### src/rtl/fifo_wr_arbiter.sv
// ---------------------------------------------------------------------------
// fifo_wr_arbiter
//   Shares one FIFO write port between two producers. Round-robin arbitration
//   with bounded bursts: a granted producer may write at most MAX_BURST words
//   before the grant is re-evaluated. Never writes into a full FIFO; a full
//   FIFO stalls the current grant without consuming burst budget.
//
// Ports
//   clk, rst          clock (rising edge), synchronous active-high reset
//   req0/din0/ack0    producer 0 handshake: req held until ack
//   req1/din1/ack1    producer 1 handshake
//   fifo_full         FIFO full flag (combinational in the FIFO)
//   fifo_over         FIFO overflow flag, monitored for err
//   fifo_wr/fifo_din  FIFO write strobe and data
//   gnt               registered one-hot grant, 2'b00 = idle
//   err               sticky: fifo_over seen while a grant is active
//
// Optional feature: define ARB_STATS_EN to add wcnt0/wcnt1, saturating
// per-producer accepted-word counters of width STAT_W.
// ---------------------------------------------------------------------------
module fifo_wr_arbiter #(
  parameter int DW        = 16,
  parameter int MAX_BURST = 4,
  parameter int CW        = 3
`ifdef ARB_STATS_EN
  , parameter int STAT_W  = 16
`endif
) (
  input  logic          clk,
  input  logic          rst,
  input  logic          req0,
  input  logic [DW-1:0] din0,
  output logic          ack0,
  input  logic          req1,
  input  logic [DW-1:0] din1,
  output logic          ack1,
  input  logic          fifo_full,
  input  logic          fifo_over,
  output logic          fifo_wr,
  output logic [DW-1:0] fifo_din,
  output logic [1:0]    gnt,
  output logic          err
`ifdef ARB_STATS_EN
  , output logic [STAT_W-1:0] wcnt0,
  output logic [STAT_W-1:0] wcnt1
`endif
);

  typedef enum logic [1:0] {
    ST_IDLE = 2'b00,
    ST_G0   = 2'b01,
    ST_G1   = 2'b10
  } state_t;

  // Burst counter value at which the current write is the last of the burst.
  localparam logic [CW-1:0] LAST = CW'(MAX_BURST - 1);

  state_t          state_q, state_d;
  logic [1:0]      gnt_q, gnt_d;
  logic [CW-1:0]   cnt_q, cnt_d;
  logic            rr_q, rr_d;
  logic            err_q, err_d;

  logic            own_req_s;
  logic            oth_req_s;
  logic            cur_idx_s;
  logic            at_last_s;
  logic            leave_s;
  logic            wr_s;

  // Write gating: only the granted producer's request can reach the FIFO.
  always_comb begin
    own_req_s = 1'b0;
    if (gnt_q[1]) begin
      own_req_s = req1;
    end else if (gnt_q[0]) begin
      own_req_s = req0;
    end else begin
      own_req_s = 1'b0;
    end
    // rst is folded in so a reset cycle never completes a write.
    wr_s = ~rst & own_req_s & ~fifo_full;
  end

  assign fifo_wr  = wr_s;
  assign ack0     = wr_s & gnt_q[0];
  assign ack1     = wr_s & gnt_q[1];
  assign fifo_din = gnt_q[1] ? din1 : din0;
  assign gnt      = gnt_q;
  assign err      = err_q;

  // Next-state, burst counter, round-robin pointer and sticky error.
  always_comb begin
    state_d   = state_q;
    cnt_d     = cnt_q;
    rr_d      = rr_q;
    cur_idx_s = 1'b0;
    oth_req_s = 1'b0;
    at_last_s = 1'b0;
    leave_s   = 1'b0;
    err_d     = err_q | (fifo_over & (gnt_q != 2'b00));

    case (state_q)
      ST_IDLE: begin
        cnt_d = {CW{1'b0}};
        if (req0 & req1) begin
          state_d = rr_q ? ST_G1 : ST_G0;
        end else if (req0) begin
          state_d = ST_G0;
        end else if (req1) begin
          state_d = ST_G1;
        end else begin
          state_d = ST_IDLE;
        end
      end
      ST_G0, ST_G1: begin
        cur_idx_s = (state_q == ST_G1);
        oth_req_s = cur_idx_s ? req0 : req1;
        at_last_s = (cnt_q == LAST);
        // A full-FIFO stall keeps wr_s low, so it neither counts nor ends the burst.
        leave_s   = ~own_req_s | (at_last_s & wr_s);
        if (leave_s) begin
          rr_d  = ~cur_idx_s;
          cnt_d = {CW{1'b0}};
          if (oth_req_s) begin
            state_d = cur_idx_s ? ST_G0 : ST_G1;
          end else if (own_req_s) begin
            state_d = state_q;
          end else begin
            state_d = ST_IDLE;
          end
        end else if (wr_s) begin
          cnt_d = cnt_q + CW'(1);
        end else begin
          cnt_d = cnt_q;
        end
      end
      default: begin
        state_d = ST_IDLE;
        cnt_d   = {CW{1'b0}};
        rr_d    = 1'b0;
      end
    endcase

    // The grant register mirrors the state it is about to enter.
    case (state_d)
      ST_G0:   gnt_d = 2'b01;
      ST_G1:   gnt_d = 2'b10;
      default: gnt_d = 2'b00;
    endcase
  end

  // Arbiter state registers.
  always_ff @(posedge clk) begin
    if (rst) begin
      state_q <= ST_IDLE;
      gnt_q   <= 2'b00;
      cnt_q   <= {CW{1'b0}};
      rr_q    <= 1'b0;
      err_q   <= 1'b0;
    end else begin
      state_q <= state_d;
      gnt_q   <= gnt_d;
      cnt_q   <= cnt_d;
      rr_q    <= rr_d;
      err_q   <= err_d;
    end
  end

`ifdef ARB_STATS_EN
  logic [STAT_W-1:0] wcnt0_q, wcnt0_d;
  logic [STAT_W-1:0] wcnt1_q, wcnt1_d;

  // Saturating accepted-word counters.
  always_comb begin
    if (ack0 && (wcnt0_q != {STAT_W{1'b1}})) begin
      wcnt0_d = wcnt0_q + STAT_W'(1);
    end else begin
      wcnt0_d = wcnt0_q;
    end
    if (ack1 && (wcnt1_q != {STAT_W{1'b1}})) begin
      wcnt1_d = wcnt1_q + STAT_W'(1);
    end else begin
      wcnt1_d = wcnt1_q;
    end
  end

  // Statistics registers.
  always_ff @(posedge clk) begin
    if (rst) begin
      wcnt0_q <= {STAT_W{1'b0}};
      wcnt1_q <= {STAT_W{1'b0}};
    end else begin
      wcnt0_q <= wcnt0_d;
      wcnt1_q <= wcnt1_d;
    end
  end

  assign wcnt0 = wcnt0_q;
  assign wcnt1 = wcnt1_q;
`endif

endmodule

### config.mk
export PLATFORM = sky130hd
export DESIGN_NAME = fifo_wr_arbiter
export DESIGN_NICKNAME = d
export VERILOG_FILES = /design/src/rtl/fifo_wr_arbiter.sv
export SDC_FILE = /design/constraint.sdc
export NUM_CORES = 1
export LEC_CHECK = 0
export BUFFER_PORTS_ARGS = -buffer_cell sky130_fd_sc_hd__buf_2
export CAP_MARGIN = 10
export CORE_MARGIN = 4
export CORE_UTILIZATION = 39
export CTS_CLUSTER_SIZE = 8
export DETAILED_ROUTE_END_ITERATION = 6
export PLACE_DENSITY = 0.88
export SLEW_MARGIN = 5
export SYNTH_ARGS = -nofsm -noshare
export SYNTH_HDL_FRONTEND = slang
export SYNTH_SLANG_ARGS = --single-unit
### constraint.sdc
create_clock -name clk -period 1.8 [get_ports clk]
set_input_delay 0.36 -clock clk [delete_from_list [all_inputs] [get_ports clk]]
set_output_delay 0.36 -clock clk [all_outputs]
set_load 0.01 [all_outputs]
# After elaboration in Yosys (flattened, before gate mapping)
# Index checks and enable logic that the tools add are counted.
# totals
register_bits	9
in_bits	38
out_inout_bits	22
elab_cells	48
# classes
n_addsub	1
n_bitwise	15
n_mux	16
n_eq_ne	6
n_reduce_logical	5
# op_table
operator	count
2-to-1 mux 16 bit	1
2-to-1 mux 2 bit	8
case mux 2 bit (2 select lines)	2
AND 1 bit	7
NOT 1 bit	6
equality test 2 x 1 -> 1 bit, second input constant	2
equality test 2 bit, second input constant	2
2-to-1 mux 1 bit	4
adder 3 x 1 -> 3 bit, second input constant	1
equality test 3 x 2 -> 1 bit, second input constant	1
OR reduction 3 bit	1
logical NOT 2 bit	1
!= test 2 bit, second input constant	1
OR 1 bit	2
case mux 1 bit (2 select lines)	1
AND reduction 2 bit	1
nonzero test 2 bit	1
OR reduction 2 bit	1

# Longest topological paths before layout
# Gate-level depths: netlist of run 1.
# logic_depth
word_depth	10
mapped_depth	6
depth_no_buf	6

# Least setup slack after synthesis of run 1
# No wires, ideal clock.
# synth_timing
kind	reg-to-reg
startpoint	reg state_q[0]
endpoint	reg gnt_q[1], in the netlist gnt[1]
slack_ns	0.144
n_path_buf	0
t_arrival_ns	1.596
stages_incl_launch_ff	7
synth_period_minus_slack_ns	1.656
setup_ns	0.060
required_ns	1.740
path_cell_list	dfxtp_1 -> inv_1 -> ha_1 -> and3_2 -> and3_2 -> a211oi_2 -> and3_1
# synth_via
elab_chain_len	7
elab_cells_between_ends	13
cone_classes	4 x eq/ne; 7 x mux; 2 x reduce/logical
# synth_lines
element	line	text
from (decl)	58	state_t state_q, state_d;
from (signal assigned)	162	state_q <= state_d;
equality test 2 bit	103, 117	
2-to-1 mux 2 bit or 2-to-1 mux 1 bit (tied branches)	126, 118	
2-to-1 mux 2 bit	125	if (oth_req_s) begin
2-to-1 mux 2 bit	122	if (leave_s) begin
case mux 2 bit (2 select lines) (*)	103	case (state_q)
equality test 2 bit or equality test 2 x 1 -> 1 bit (tied branches)	146	case (state_d)
case mux 2 bit (2 select lines) (*)	146	
to (signal assigned)	163	gnt_q <= gnt_d;
to (decl)	59	logic [1:0] gnt_q, gnt_d;
# Every way passes the cells marked *; elsewhere a longest branch is shown, timed or not.
# A chain may end at the register's enable or synchronous reset.

# Worst setup path after layout of run 1
# layout_timing
startpoint	reg gnt_q[1], in the netlist gnt[1]
endpoint	out ack0
# layout_via
elab_chain_len	4
# layout_lines
element	line	text
2-to-1 mux 1 bit	74	if (gnt_q[1]) begin
AND 1 bit (2 in series)	82	wr_s = ~rst & own_req_s & ~fifo_full;
AND 1 bit	86	assign ack0 = wr_s & gnt_q[0];
to (decl)	33	output logic ack0,
# Every way passes these cells.

==> metrics.cfg, run 1 <==
[route]
wl_per_cell_um = 12.8
wl_met2_um = 1090
vias_per_cell = 4.88
wirelength_um = 2150
drtIter0Drc = 11
highest_layer = met4
drt-pass1-iter-count = 4
ant_nets = 0
vias = 819
met3_length_um = 163
drc = 0
wl_met1_um = 867

[synthesis]
synthAdderAreaFrac = 0.0940
synth-simple-area-share = 0.202
synth-seq-cells = 9
ys_types = 36
seq_area_frac_synth = 0.226
synth_nets = 121
synth_cells = 77
syn_avg_cell_area_um2 = 10.4
synth_xor_xnor_area_share = 0.0110
yosysWarnings = 0
synth_flop_cell = dfxtp_1
synth_mux_area_frac = 0.251
async_flop_share = 0
synth_edf_count = 0
synthesis.area_um2 = 798
synth_compound_area_frac = 0.160
synth_top_family_by_area = multiplexers

[placed_design]
gp_congestion = 0.850
portBuffers = 59
place_inst = 164
dp_hpwl_um = 1800

[grt]
grt_pass1_vias = 795
antenna_found_initial = 0
grt_max_degree = 10
grt_pass1_wl_um = 3230
grtUsageTotal = 0.155
gr-total-overflow = 0

[timing]
fin_crit_sh = 0.970
fin_tns_setup_ns = 0
fmax_mhz = 573
relSlewSlack = 0.760
rsz0062_at_grt = no
setup_violations = 0
skew_ns = 0.00216
drv_slew = 0
period_minus_slack_ns = 1.75
worst_slew_pin_slew_ns = 0.357
hold_violations = 0

[cts]
cts_max_path_buffers = 2
insertion_delay_ns = 0.26
post_cts_buffers = 0
cts_tree = done
htreeDepth = 1
cts_buffers = 3
cts.reportedPaths.clkPinSlew_ns = 0.07
cts.sinks = 9
clock-root-buffer = clkbuf_4
hold_buffers = 0

[layout]
final_cell_mix = buf_2 (59), mux2_2 (16), dfxtp_1 (7)
syn2layout_area_growth_pct = 46.4
final_layout_size_suffix_gt1_frac = 0.709
final_nets = 186
n_antenna_cell = 0
layout_commonest_cell = buf_2
instances_no_fill = 168
num-fill-cells = 178

[pwr]
combPwrFrac = 0.414
switchingPower_uw = 215
p_seq_frac = 0.346
peakVddDrop_v = 0.000254
pwr-share-clk = 0.240
internal-power_uw = 437
p_per_area_nw_per_um2 = 558
p_leak_nw = 0.579
p_sw_frac = 0.330

[setup_path]
path_class = reg2out
ff2ff_path_depth = 6
arrival_ns = 1.39
startpoint_type = flip-flop
worstPathMaxFanout = 5
endpoint_kind = output port
required_ns = 1.44

[flow_run]
maxCapViolCount = 0

[hold_path]
hold_depth = 3
hp-class = in2reg

[floorplanning]
die_h_um = 53.2
core_area_um2 = 1960
initial_core_util = 0.407
pin_count = 60
fp-row-count = 16
die_x_um = 53.2
die-area_um2 = 2830

[status]
status = finished clean

## kinds of logic (layout without fill, tap and decap cells)
logic type	after synthesis	after routing
AND/OR/NAND/NOR	21	21
multiplexers	18	18
AO/OA/AOI/OAI	14	14
flip-flops	9	9
buffers and inverters	8	72
adder cells (fa/ha/maj)	6	6
XOR/XNOR	1	1
## area by class of cell
class | count | area, um2 | share of cell area
inverter | 5 | 18.8 | 0.0161
sequential | 9 | 183 | 0.156
timing repair buffer | 63 | 325 | 0.278
clock buffer | 3 | 22.5 | 0.0193
tap | 27 | 33.8 | 0.0289
multi-input combinational | 60 | 581 | 0.497
clock inverter | 1 | 5.00 | 0.00428
## timing repair
action / CTS / global route
pin swaps: 1 / 0
cloned: 0 / 0
setup endpoints to repair: 8 / 3
resized for setup: 1 / 2
## routing by layer
layer / global-route usage / vias up
li1: - / 402
met4: 0.0766 / 0
met5: 0 / -
met3: 0.0254 / 2
met2: 0.265 / 35
met1: 0.184 / 380
## flip-flops by register name, summed over array words and instances (netlist names)
register,count
cnt_q,3
gnt,2
state_q,2
err,1
rr_q,1
## stage by stage
| stage | hold slack (ns) | setup slack [ns] | total power, mW | utilization | instance area (um2) |
|---|---|---|---|---|---|
| detailed placement | 0.450 | 0.0889 | 0.495 | 0.577 | 1130 |
| CTS | 0.367 | 0.0514 | 0.655 | 0.591 | 1160 |
| finish | 0.368 | 0.0534 | 0.652 | 0.596 | 1170 |
| global route | 0.378 | 0.000496 | 0.694 | 0.596 | 1170 |
| global placement | 0.434 | 0.166 | 0.486 | 0.577 | 1130 |
| floorplan | 0.461 | 0.144 | 0.386 | - | 798 |
## power groups by stage
stage	logic, mW	clock network, mW	registers [mW]
2_1_floorplan	0.158	0	0.228
3_3_place_gp	0.257	0	0.228
3_5_place_dp	0.265	0	0.229
4_1_cts	0.267	0.163	0.225
5_1_grt	0.295	0.172	0.227
6_report	0.270	0.157	0.226
## critical path, cell delays in order, from the launching register on
cell and delay (ns):
dfxtp_2 0.36, nand3b_4 0.20, a211oi_4 0.27, and2_2 0.18, buf_2 0.12
## synthesized netlist by cell type (2+ instances only)
master	count	area, um2
ha_1	6	75.1
and3_2	2	15.0
nand2b_1	2	12.5
mux2i_1	2	20.0
inv_1	5	18.8
and2_2	2	15.0
a21oi_1	3	15.0
mux2_2	16	180
nand2_1	2	7.51
dfxtp_1	9	180
nor2_1	3	11.3
## worst paths after layout
check,startpoint,endpoint,slack (ns)
hold / removal,fifo_over,err,0.37
hold reg to reg,err,err,0.45
setup / recovery,gnt[1],ack0,0.05
setup reg to reg,state_q[0],gnt[1],0.12
Note: power is estimated with default switching activity, not from simulation.
==> run 2: changes to the inputs <==
--- a/config.mk
+++ b/config.mk
@@ -11,7 +11,8 @@
 export CORE_UTILIZATION = 39
 export CTS_CLUSTER_SIZE = 8
 export DETAILED_ROUTE_END_ITERATION = 6
-export PLACE_DENSITY = 0.88
+export GPL_ROUTABILITY_DRIVEN = 0
+export PLACE_DENSITY_LB_ADDON = 0.05
 export SLEW_MARGIN = 5
 export SYNTH_ARGS = -nofsm -noshare
 export SYNTH_HDL_FRONTEND = slang
==> constraint.sdc (replaced) <==
create_clock -name clk -period 1.8 [get_ports clk]
set_input_delay 0.18 -clock clk [delete_from_list [all_inputs] [get_ports clk]]
set_output_delay 0.18 -clock clk [all_outputs]
set_load 0.01 [all_outputs]
==> run 2 against run 1 <==
Clock skew is essentially flat; critical endpoint is now gnt[1]; worst setup slack gained 0.047 ns; first-iteration DRC count fell by 36%; final cell count unchanged; largest power group unchanged; critical path type is now reg2reg.
==> metrics.cfg, run 2 (synthesis gave the netlist of run 1 again) <==
[hold_path]
hp-class = in2reg

[cts]
cts.reportedPaths.clkPinSlew_ns = 0.06
cts.sinks = 9
cts_max_path_buffers = 2
htreeDepth = 1
insertion_delay_ns = 0.26
cts_tree = done
hold_buffers = 0
cts_buffers = 3
clock-root-buffer = clkbuf_4

[timing]
fin_tns_setup_ns = 0
fmax_mhz = 588
period_minus_slack_ns = 1.70
skew_ns = 0.00183
fin_ws_ns = 0.101
worst_slew_pin_slew_ns = 0.322
setup_violations = 0
relSlewSlack = 0.783
fin_hold_ws_ns = 0.183
drv_slew = 0
hold_violations = 0
rsz0062_at_grt = yes
fin_crit_sh = 0.944

[setup_path]
startpoint_type = flip-flop
required_ns = 2.00
arrival_ns = 1.90
worstPathMaxFanout = 3
endpoint_kind = flip-flop
path_class = reg2reg

[route]
drt-pass1-iter-count = 4
drc = 0
wl_per_cell_um = 11.6
vias = 797
ant_nets = 0
drtIter0Drc = 7
wirelength_um = 1940
vias_per_cell = 4.74

[pwr]
peakVddDrop_v = 0.000258
p_per_area_nw_per_um2 = 554
p_leak_nw = 0.576

[layout]
fin_util = 0.597
regMostFlops = cnt_q
n_antenna_cell = 0
layout.area.seq_um2 = 183
final_cell_mix = buf_2 (59), mux2_2 (16), dfxtp_1 (7)
layout_commonest_cell = buf_2
num-fill-cells = 192
syn2layout_area_growth_pct = 46.7
multi_input_area_um2 = 584
final_layout_size_suffix_gt1_frac = 0.709
largest_reg_flops = 3
final_nets = 186

[grt]
grt_pass1_wl_um = 2950
gr-total-overflow = 0
grt_busiest_layer = met2
antenna_found_initial = 0
grt_pass1_vias = 751
grtUsageTotal = 0.139
grt_max_degree = 11
met3_usage = 0.0254
use_met2 = 0.220
grt_use_met1 = 0.178

[floorplanning]
die_h_um = 53.2
fp-row-count = 16
pin_count = 60
die_x_um = 53.2
core_area_um2 = 1960
initial_core_util = 0.407
die-area_um2 = 2830

[placed_design]
portBuffers = 59
dp_hpwl_um = 1650
dpl_worst_slack_ns = 0.0635

[flow_run]
maxCapViolCount = 0

[status]
status = finished clean

-- run 2: routing by layer --
metal / vias to the layer above / share of wire
met1: 349 / 0.46
met2: 43 / 0.46
li1: 405 / -
met5: - / 0
met4: 0 / 0
met3: 0 / 0.084
-- run 2: repair_timing --
item                       CTS  global route
buffers inserted             0             1
setup endpoints to repair    0             6
resized for setup            0             4
-- run 2: path summary, 6_finish.rpt --
| kind | depth (start not counted) | endpoint | slack (ns) | startpoint |
|---|---|---|---|---|
| worst min register to register | 2 | err | 0.45 | err |
| worst min-delay path | 3 | err | 0.18 | fifo_over |
| worst max register to register | 6 | gnt[1] | 0.10 | state_q[0] |
| worst max-delay path | 6 | gnt[1] | 0.10 | state_q[0] |
-- run 2: where the power goes --
part / total [mW] / switching, mW / internal, mW / leakage [nW]
sequential: 0.225 / 0.0118 / 0.213 / 0.0740
combinational: 0.268 / 0.124 / 0.144 / 0.487
clock: 0.155 / 0.0701 / 0.0854 / 0.0150
-- run 2: final cells by class --
class                           count  area share
Clock buffer                        4      0.0224
Inverter                            5      0.0160
Multi-Input combinational cell     60       0.499
Sequential cell                     9       0.156
Tap cell                           27      0.0288
Timing Repair Buffer               63       0.278
-- run 2: metrics by stage --
stage | power (mW) | cells | area [um2]
6_report | 0.648 | 168 | 1170
5_1_grt | 0.701 | 168 | 1170
4_1_cts | 0.653 | 167 | 1150
3_5_place_dp | 0.490 | 163 | 1120
3_3_place_gp | 0.486 | 163 | 1120
2_1_floorplan | 0.386 | 77 | 798
-- run 2: critical path: stages (launching register included) --
cell and delay (ns):
dfxtp_2 0.34, inv_1 0.08, ha_1 0.31, and3_2 0.22, a32o_1 0.24, a211oi_4 0.28, and3_1 0.18
